`src/rtl/branch_resolve_queue.sv`:
```
// In-order queue of predicted branch directions. Each resolve is paired with the
// oldest entry, trains the predictor, flags mispredictions and keeps hit/miss counts.
module branch_resolve_queue #(
  parameter int DEPTH = 4,
  parameter int CNT_W = 16
) (
  input  logic                     clk,
  input  logic                     rst,
  input  logic                     enable,
  input  logic                     pred_valid,
  input  logic                     pred_bit,
  input  logic                     resolve_valid,
  input  logic                     resolve_taken,
  output logic                     upd_result,
  output logic                     upd_taken,
  output logic                     mispredict,
  output logic                     full,
  output logic                     empty,
  output logic [$clog2(DEPTH):0]   count,
  output logic                     overflow,
  output logic                     underflow,
  output logic [CNT_W-1:0]         hit_count,
  output logic [CNT_W-1:0]         miss_count
);

  // Handshake: pred_valid and resolve_valid are single-cycle requests with no
  // ready; a push is taken only when there is room (or a pop frees a slot), and
  // a resolve is taken only when an entry exists.
  localparam int AW = $clog2(DEPTH);
  localparam int CW = AW + 1;
  localparam logic [CW-1:0]    DEPTH_C = CW'(DEPTH);
  localparam logic [AW-1:0]    PTR_ONE = AW'(1);
  localparam logic [CNT_W-1:0] CNT_ONE = CNT_W'(1);
  localparam logic [CNT_W-1:0] CNT_MAX = '1;

  logic [DEPTH-1:0] q_q, q_d;
  logic [AW-1:0]    wr_ptr_q, wr_ptr_d, rd_ptr_q, rd_ptr_d;
  logic [CW-1:0]    count_q, count_d;
  logic             overflow_q, overflow_d, underflow_q, underflow_d;
  logic [CNT_W-1:0] hit_q, hit_d, miss_q, miss_d;
  logic             upd_result_q, upd_result_d;
  logic             upd_taken_q, upd_taken_d;
  logic             mispredict_q, mispredict_d;

  logic is_full, is_empty, do_pop, do_push, push_req, mis;

  always_comb begin
    is_full  = (count_q == DEPTH_C);
    is_empty = (count_q == '0);
    push_req = enable & pred_valid;
    do_pop   = enable & resolve_valid & ~is_empty;
    mis      = do_pop & (q_q[rd_ptr_q] != resolve_taken);
    // A mispredict flushes the wrong path, so a same-cycle push is wrong-path too.
    do_push  = push_req & (~is_full | do_pop) & ~mis;

    q_d          = q_q;
    wr_ptr_d     = wr_ptr_q;
    rd_ptr_d     = rd_ptr_q;
    count_d      = count_q + CW'(do_push) - CW'(do_pop);
    overflow_d   = overflow_q | (push_req & is_full & ~do_pop);
    underflow_d  = underflow_q | (enable & resolve_valid & is_empty);
    hit_d        = hit_q;
    miss_d       = miss_q;
    upd_result_d = do_pop;
    upd_taken_d  = do_pop & resolve_taken;
    mispredict_d = mis;

    if (do_push) begin
      q_d[wr_ptr_q] = pred_bit;
      wr_ptr_d      = wr_ptr_q + PTR_ONE;
    end
    if (do_pop) begin
      rd_ptr_d = rd_ptr_q + PTR_ONE;
    end
    if (mis) begin
      wr_ptr_d = rd_ptr_q + PTR_ONE;
      count_d  = '0;
    end

    if (do_pop && !mis && hit_q != CNT_MAX) begin
      hit_d = hit_q + CNT_ONE;
    end
    if (mis && miss_q != CNT_MAX) begin
      miss_d = miss_q + CNT_ONE;
    end
  end

  always_ff @(posedge clk or posedge rst) begin
    if (rst) begin
      q_q          <= '0;
      wr_ptr_q     <= '0;
      rd_ptr_q     <= '0;
      count_q      <= '0;
      overflow_q   <= 1'b0;
      underflow_q  <= 1'b0;
      hit_q        <= '0;
      miss_q       <= '0;
      upd_result_q <= 1'b0;
      upd_taken_q  <= 1'b0;
      mispredict_q <= 1'b0;
    end else begin
      q_q          <= q_d;
      wr_ptr_q     <= wr_ptr_d;
      rd_ptr_q     <= rd_ptr_d;
      count_q      <= count_d;
      overflow_q   <= overflow_d;
      underflow_q  <= underflow_d;
      hit_q        <= hit_d;
      miss_q       <= miss_d;
      upd_result_q <= upd_result_d;
      upd_taken_q  <= upd_taken_d;
      mispredict_q <= mispredict_d;
    end
  end

  assign upd_result = upd_result_q;
  assign upd_taken  = upd_taken_q;
  assign mispredict = mispredict_q;
  assign full       = (count_q == DEPTH_C);
  assign empty      = (count_q == '0);
  assign count      = count_q;
  assign overflow   = overflow_q;
  assign underflow  = underflow_q;
  assign hit_count  = hit_q;
  assign miss_count = miss_q;

endmodule
```
`config.mk`:
```
export PLATFORM = sky130hd
export DESIGN_NAME = branch_resolve_queue
export DESIGN_NICKNAME = d
export VERILOG_FILES = /design/src/rtl/branch_resolve_queue.sv
export SDC_FILE = /design/constraint.sdc
export NUM_CORES = 1
export LEC_CHECK = 0
export BUFFER_PORTS_ARGS = -buffer_cell sky130_fd_sc_hd__buf_2
export CORE_UTILIZATION = 40
export CTS_BUF_LIST = sky130_fd_sc_hd__clkbuf_4 sky130_fd_sc_hd__clkbuf_8 sky130_fd_sc_hd__clkbuf_16
export DETAILED_ROUTE_END_ITERATION = 8
export GPL_ROUTABILITY_DRIVEN = 0
export PLACE_DENSITY = 0.75
export SKIP_CTS_REPAIR_TIMING = 1
export SLEW_MARGIN = 0
export SYNTH_ARGS = -nofsm -noshare
export SYNTH_HDL_FRONTEND = slang
export SYNTH_SLANG_ARGS = --single-unit
```
`constraint.sdc`:
```
create_clock -name clk -period 2.9 [get_ports clk]
set_input_delay 0.58 -clock clk [delete_from_list [all_inputs] [get_ports clk]]
set_output_delay 0.58 -clock clk [all_outputs]
set_load 0.03 [all_outputs]
```
Word-level counts from Yosys, hierarchy flattened
Index checks and enable logic that the tools add are counted.
- register bits: 48
- output and inout bits: 42
- word-level logic and storage cells: 56
- bits of input ports: 7
- $add $sub $neg: 6
- muxes and demuxes: 8
- $lt $le $gt $ge: 3
- reductions and logical operators: 7
- bitwise logic cells: 17
- equality and inequality tests: 4
- operators with widths (operator ; number):
    $add A16 B1 Y16 const B ; 2
    $ne A16 B16 Y1 const B ; 2
    $and A1 B1 Y1 ; 10
    $lt A2 B3 Y1 const B ; 2
    $add A2 B1 Y2 const B ; 2
    $bwmux W4 ; 1
    $logic_and A1 B1 Y1 ; 4
    $mux W2 ; 2
    $not A1 Y1 ; 4
    $add A3 B1 Y3 ; 1
    $eq A3 B3 Y1 const B ; 1
    $logic_not A3 Y1 ; 1
    $mux W3 ; 1
    $or A1 B1 Y1 ; 3
    $sub A3 B1 Y3 ; 1
    $bmux W1 S2 ; 1
    $demux W1 S2 ; 1
    $ge A2 B1 Y1 const B ; 1
    $mux W1 ; 2
    $reduce_bool A2 Y1 ; 1
    $logic_not A1 Y1 ; 1
    $ne A1 B1 Y1 ; 1

Depth between registers and ports, before layout
- depth in word-level cells: 9
- depth in mapped cells: 13
- mapped depth without buffers: 12

Worst setup path after synthesis
Ideal clock, no wire load.
- path kind: reg2reg
- start point: register count_q[1], in the netlist count[1]
- end point: register count_q[2], in the netlist count[2]
- setup time: 131 ps
- data arrival time: 3187 ps
- buffers on the path: 1
- cell stages (with the launch flop): 14
- slack: -417 ps
- data required time: 2769 ps
- clock period less this slack: 3317 ps
- cells stage by stage: dfrtp_1 nor3_1 or2_2 buf_2 o21a_1 inv_1 ha_1 inv_1 ha_1 inv_1 fa_1 xor2_1 xnor2_1 nor2_1
- longest elaborated chain between the ends: 9
- elaborated cells on any way between the ends: 13
- classes of those cells: add/sub: 2; eq/ne: 1; mux: 1; bitwise: 8; reduce/logical: 1
- ends and longest elaborated chain (what ; RTL line ; source):
    start, declared ; 38 ; logic [CW-1:0] count_q, count_d;
    start signal, assigned ; 105 ; count_q <= count_d;
    $logic_not A3 Y1 (*) ; - ;
    via empty ; 18 ; output logic empty,
    $not A1 Y1 (*) ; 51 ; do_pop = enable & resolve_valid & ~is_empty;
    $and A1 B1 Y1 (*) ; 51 ;
    $or A1 B1 Y1 / $and A1 B1 Y1 (equally long branches) ; 54, 52 ;
    $and A1 B1 Y1 / $not A1 Y1 (equally long branches) ; 54 ; do_push = push_req & (~is_full | do_pop) & ~mis;
    $and A1 B1 Y1 ; 54 ;
    $add A3 B1 Y3 ; 59 ; count_d = count_q + CW'(do_push) - CW'(do_pop);
    $sub A3 B1 Y3 ; 59 ;
    $mux W3 (*) ; 75 ; if (mis) begin
    via count_d[2] ; 38 ;
Mark *: on every way through the listed nets, which the timed path passes. The rest lies on a longest branch.
A chain may end at the register's enable or synchronous reset.

Worst setup path in the final report
- start point: register rd_ptr_q[0]
- end point: register count_q[2], in the netlist count[2]
- longest elaborated chain between the ends: 9
- ends and longest elaborated chain (what ; RTL line ; source):
    start, declared ; 37 ; logic [AW-1:0] wr_ptr_q, wr_ptr_d, rd_ptr_q, rd_ptr_d;
    start signal, assigned ; 104 ; rd_ptr_q <= rd_ptr_d;
    $bmux W1 S2 (*) ; 52 ; mis = do_pop & (q_q[rd_ptr_q] != resolve_taken);
    $mux W1 (not written as such) (*) ; 52 ;
    $ne A1 B1 Y1 (*) ; 52 ;
    $and A1 B1 Y1 (*) ; 52 ;
    $not A1 Y1 ; 54 ;
    $and A1 B1 Y1 ; 54 ;
    $add A3 B1 Y3 ; 59 ;
    $sub A3 B1 Y3 ; 59 ;
    $mux W3 (*) ; 75 ;
    via count_d[2] ; 38 ;
Mark *: on every way through the listed nets, which the timed path passes. The rest lies on a longest branch. The select of a mux whose other input is x is not followed.

==> results.py <==
metrics = {
    "status": {
        "outcome": "finished, final reports clean",
    },
    "yosys": {
        "synth-seq-area-share": 0.515,
        "synth_cells": 208,
        "yosys_most_used_dff": "dfrtp_1",
        "mappedNetlistArea_um2": 2330,
        "synthArstFlopShare": 1.00,
        "ys_warn_count": 0,
        "syn_nets": 224,
        "synth_cell_type_count": 33,
        "synth_seq_cells": 48,
        "synth-edff-count": 0,
        "syn_area_per_cell_um2": 11.2,
    },
    "timing": {
        "hold_viol_final": 0,
        "fin_ws_ns": 0.160,
        "fin_skew_ns": 0.00517,
        "finalCriticalPeriod_ns": 2.74,
        "rsz0062_at_grt": "false",
        "max_slew_margin": 0.555,
        "slew_violations": 0,
        "fin_crit_sh": 0.945,
        "tightestPinTransition_ns": 0.662,
        "finalSetupTns_ns": 0,
        "timing.fmax_mhz": 365,
        "setup_violations": 0,
    },
    "critical_path": {
        "r2r_end": "count[2]",
        "critPathRequiredTime_ns": 3.08,
        "path_cells": "mux4_2, xnor2_4, o21a_1, inv_1, ha_1, inv_1, ha_1, inv_1, fa_1, xor2_1, xnor2_1, nor2_1",
        "crit_arrival_ns": 2.92,
        "slowest_stage": "mux4_2",
        "cp_common_cell": "inv_1",
        "critPathTopFamily": "adder cells",
        "end_kind": "flip-flop",
        "crit_type": "reg2reg",
        "cp_num_buf_inv": 3,
        "max_stage_delay_ns": 0.57,
        "rrSetupSlack_ns": 0.16,
        "r2r_cells": 12,
        "critPathMaxFanout": 5,
        "critPathLaunchType": "flip-flop",
        "worstReg2RegStart": "rd_ptr_q[0]",
    },
    "detailed_routing": {
        "postRouteAntennaNets": 0,
        "wirelength_um": 4460,
        "drt_iter0_drc": 40,
        "wl_per_cell_um": 13.1,
        "drc": 0,
        "dr_total_vias": 1661,
        "viasPerCell": 4.90,
        "first_pass_iters": 4,
    },
    "placed_design": {
        "port_buffers": 48,
        "dp_cells": 331,
        "dpl_worst_slack_ns": 0.155,
        "hpwl_um": 3300,
    },
    "floorplanning": {
        "rows": 27,
        "die_area_um2": 6140,
        "die_h_um": 78.4,
        "start_util": 0.418,
        "core_area_um2": 5570,
        "die_w_um": 78.4,
        "pin_count": 49,
    },
    "clock_network": {
        "clock_path_buffers": 2,
        "cts_root_buf": "clkbuf_8",
        "cts_buffers": 5,
        "clk-insertion-delay-late_ns": 0.30,
        "clkSinkCount": 48,
        "cts_tree": "built",
        "htreeDepth": 2,
        "path_clk_slew_ns": 0.09,
    },
    "global_route": {
        "antenna_found_initial": 0,
        "gr-total-overflow": 0,
        "grt_pass1_wl_um": 7620,
        "grt_max_degree": 19,
        "grt_usage": 0.160,
        "first_global_vias": 1627,
    },
    "power": {
        "ir_worst_vdd_mv": 0.652,
        "power.leakage_nw": 1.43,
        "powerDensity_nw_per_um2": 869,
    },
    "finish": {
        "final_cell_mix": "dfrtp_1, buf_2, nand2_1, xor2_1, nor2_1",
        "instances_no_fill": 339,
        "drive_above_1_share": 0.303,
        "n_antenna_cell": 0,
        "fin_nets": 282,
        "syn2layout_area_growth_pct": 20.6,
    },
    "hold_path": {
        "hp-class": "in2async",
    },
    "run": {
        "maxCapViolCount": 0,
    },
}
## per-stage QoR
stage                     area [um2]  total power, W   util  hold WS [ns]
after floorplan                 2340         0.00170      -         0.474
after global placement          2700         0.00195  0.485         0.450
after detailed placement        2700         0.00198  0.485         0.456
after CTS                       2810         0.00248  0.505         0.236
after global routing            2810         0.00261  0.505         0.261
final                           2810         0.00244  0.505         0.238
## final cells by class
type	instances	area, um2
multi-input combinational	148	1090
tap	72	90.1
clock inverter	3	42.5
fill	514	2760
clock buffer	5	68.8
sequential	48	1200
inverter	10	37.5
timing repair buffer	53	278
## worst max-delay path by stage
stage | from | to | slack (ns) | cells past startpoint
4_1_cts | rd_ptr_q[0] | count[2] | 0.14 | 12
2_1_floorplan | count[1] | count[2] | 0.04 | 13
5_1_grt | rd_ptr_q[0] | count[2] | 0.03 | 12
3_3_place_gp | resolve_valid | count[2] | 0.20 | 13
6_report | rd_ptr_q[0] | count[2] | 0.16 | 12
3_5_place_dp | resolve_valid | count[2] | 0.15 | 13
## cells in the mapped netlist, drive strengths merged (2+ instances only)
master / instances / area, um2
and4: 4 / 35.0
xor2: 19 / 166
nor4: 3 / 18.8
nand2b: 3 / 18.8
nor2: 17 / 66.3
nand3: 13 / 65.1
nand4: 7 / 43.8
ha: 8 / 100
nor3: 8 / 51.3
buf: 2 / 10.0
nand2: 21 / 78.8
dfrtp: 48 / 1200
a31o: 2 / 17.5
and2: 3 / 18.8
inv: 10 / 37.5
mux2i: 2 / 20.0
xnor2: 14 / 141
and3: 4 / 25.0
mux2: 9 / 101
## where the power goes
group          internal [W]  total, W  switching, W  leakage, nW
sequential         0.000828   0.00100      0.000174        0.615
combinational      0.000389  0.000958      0.000569        0.758
clock              0.000255  0.000483      0.000228       0.0541
## flip-flops by register name (all words and copies together) (netlist names)
signal	count
q_q	4
wr_ptr_q	2
count	3
upd_result	1
upd_taken	1
miss_count	16
underflow	1
overflow	1
mispredict	1
rd_ptr_q	2
hit_count	16
## logic make-up (layout without fill, tap and decap cells)
family / Yosys count / count (layout) / share of synthesized area
adders and majority gates: 9 / 9 / 0.0515
muxes: 12 / 12 / 0.0617
AOI/OAI and AO/OA: 6 / 6 / 0.0204
xor gates and xnor gates: 33 / 33 / 0.132
DFF: 48 / 48 / 0.515
and+or+nand+nor: 88 / 88 / 0.199
buffers and inverters: 12 / 71 / 0.0204
## layer usage
layer / global-route usage / vias up / wire length (um)
li1: - / 824 / -
met4: 0.0611 / 0 / 65
met1: 0.206 / 789 / 2110
met5: 0 / - / 0
met3: 0.0326 / 7 / 171
met2: 0.264 / 41 / 2110
Power figures use the tool's default switching activity.
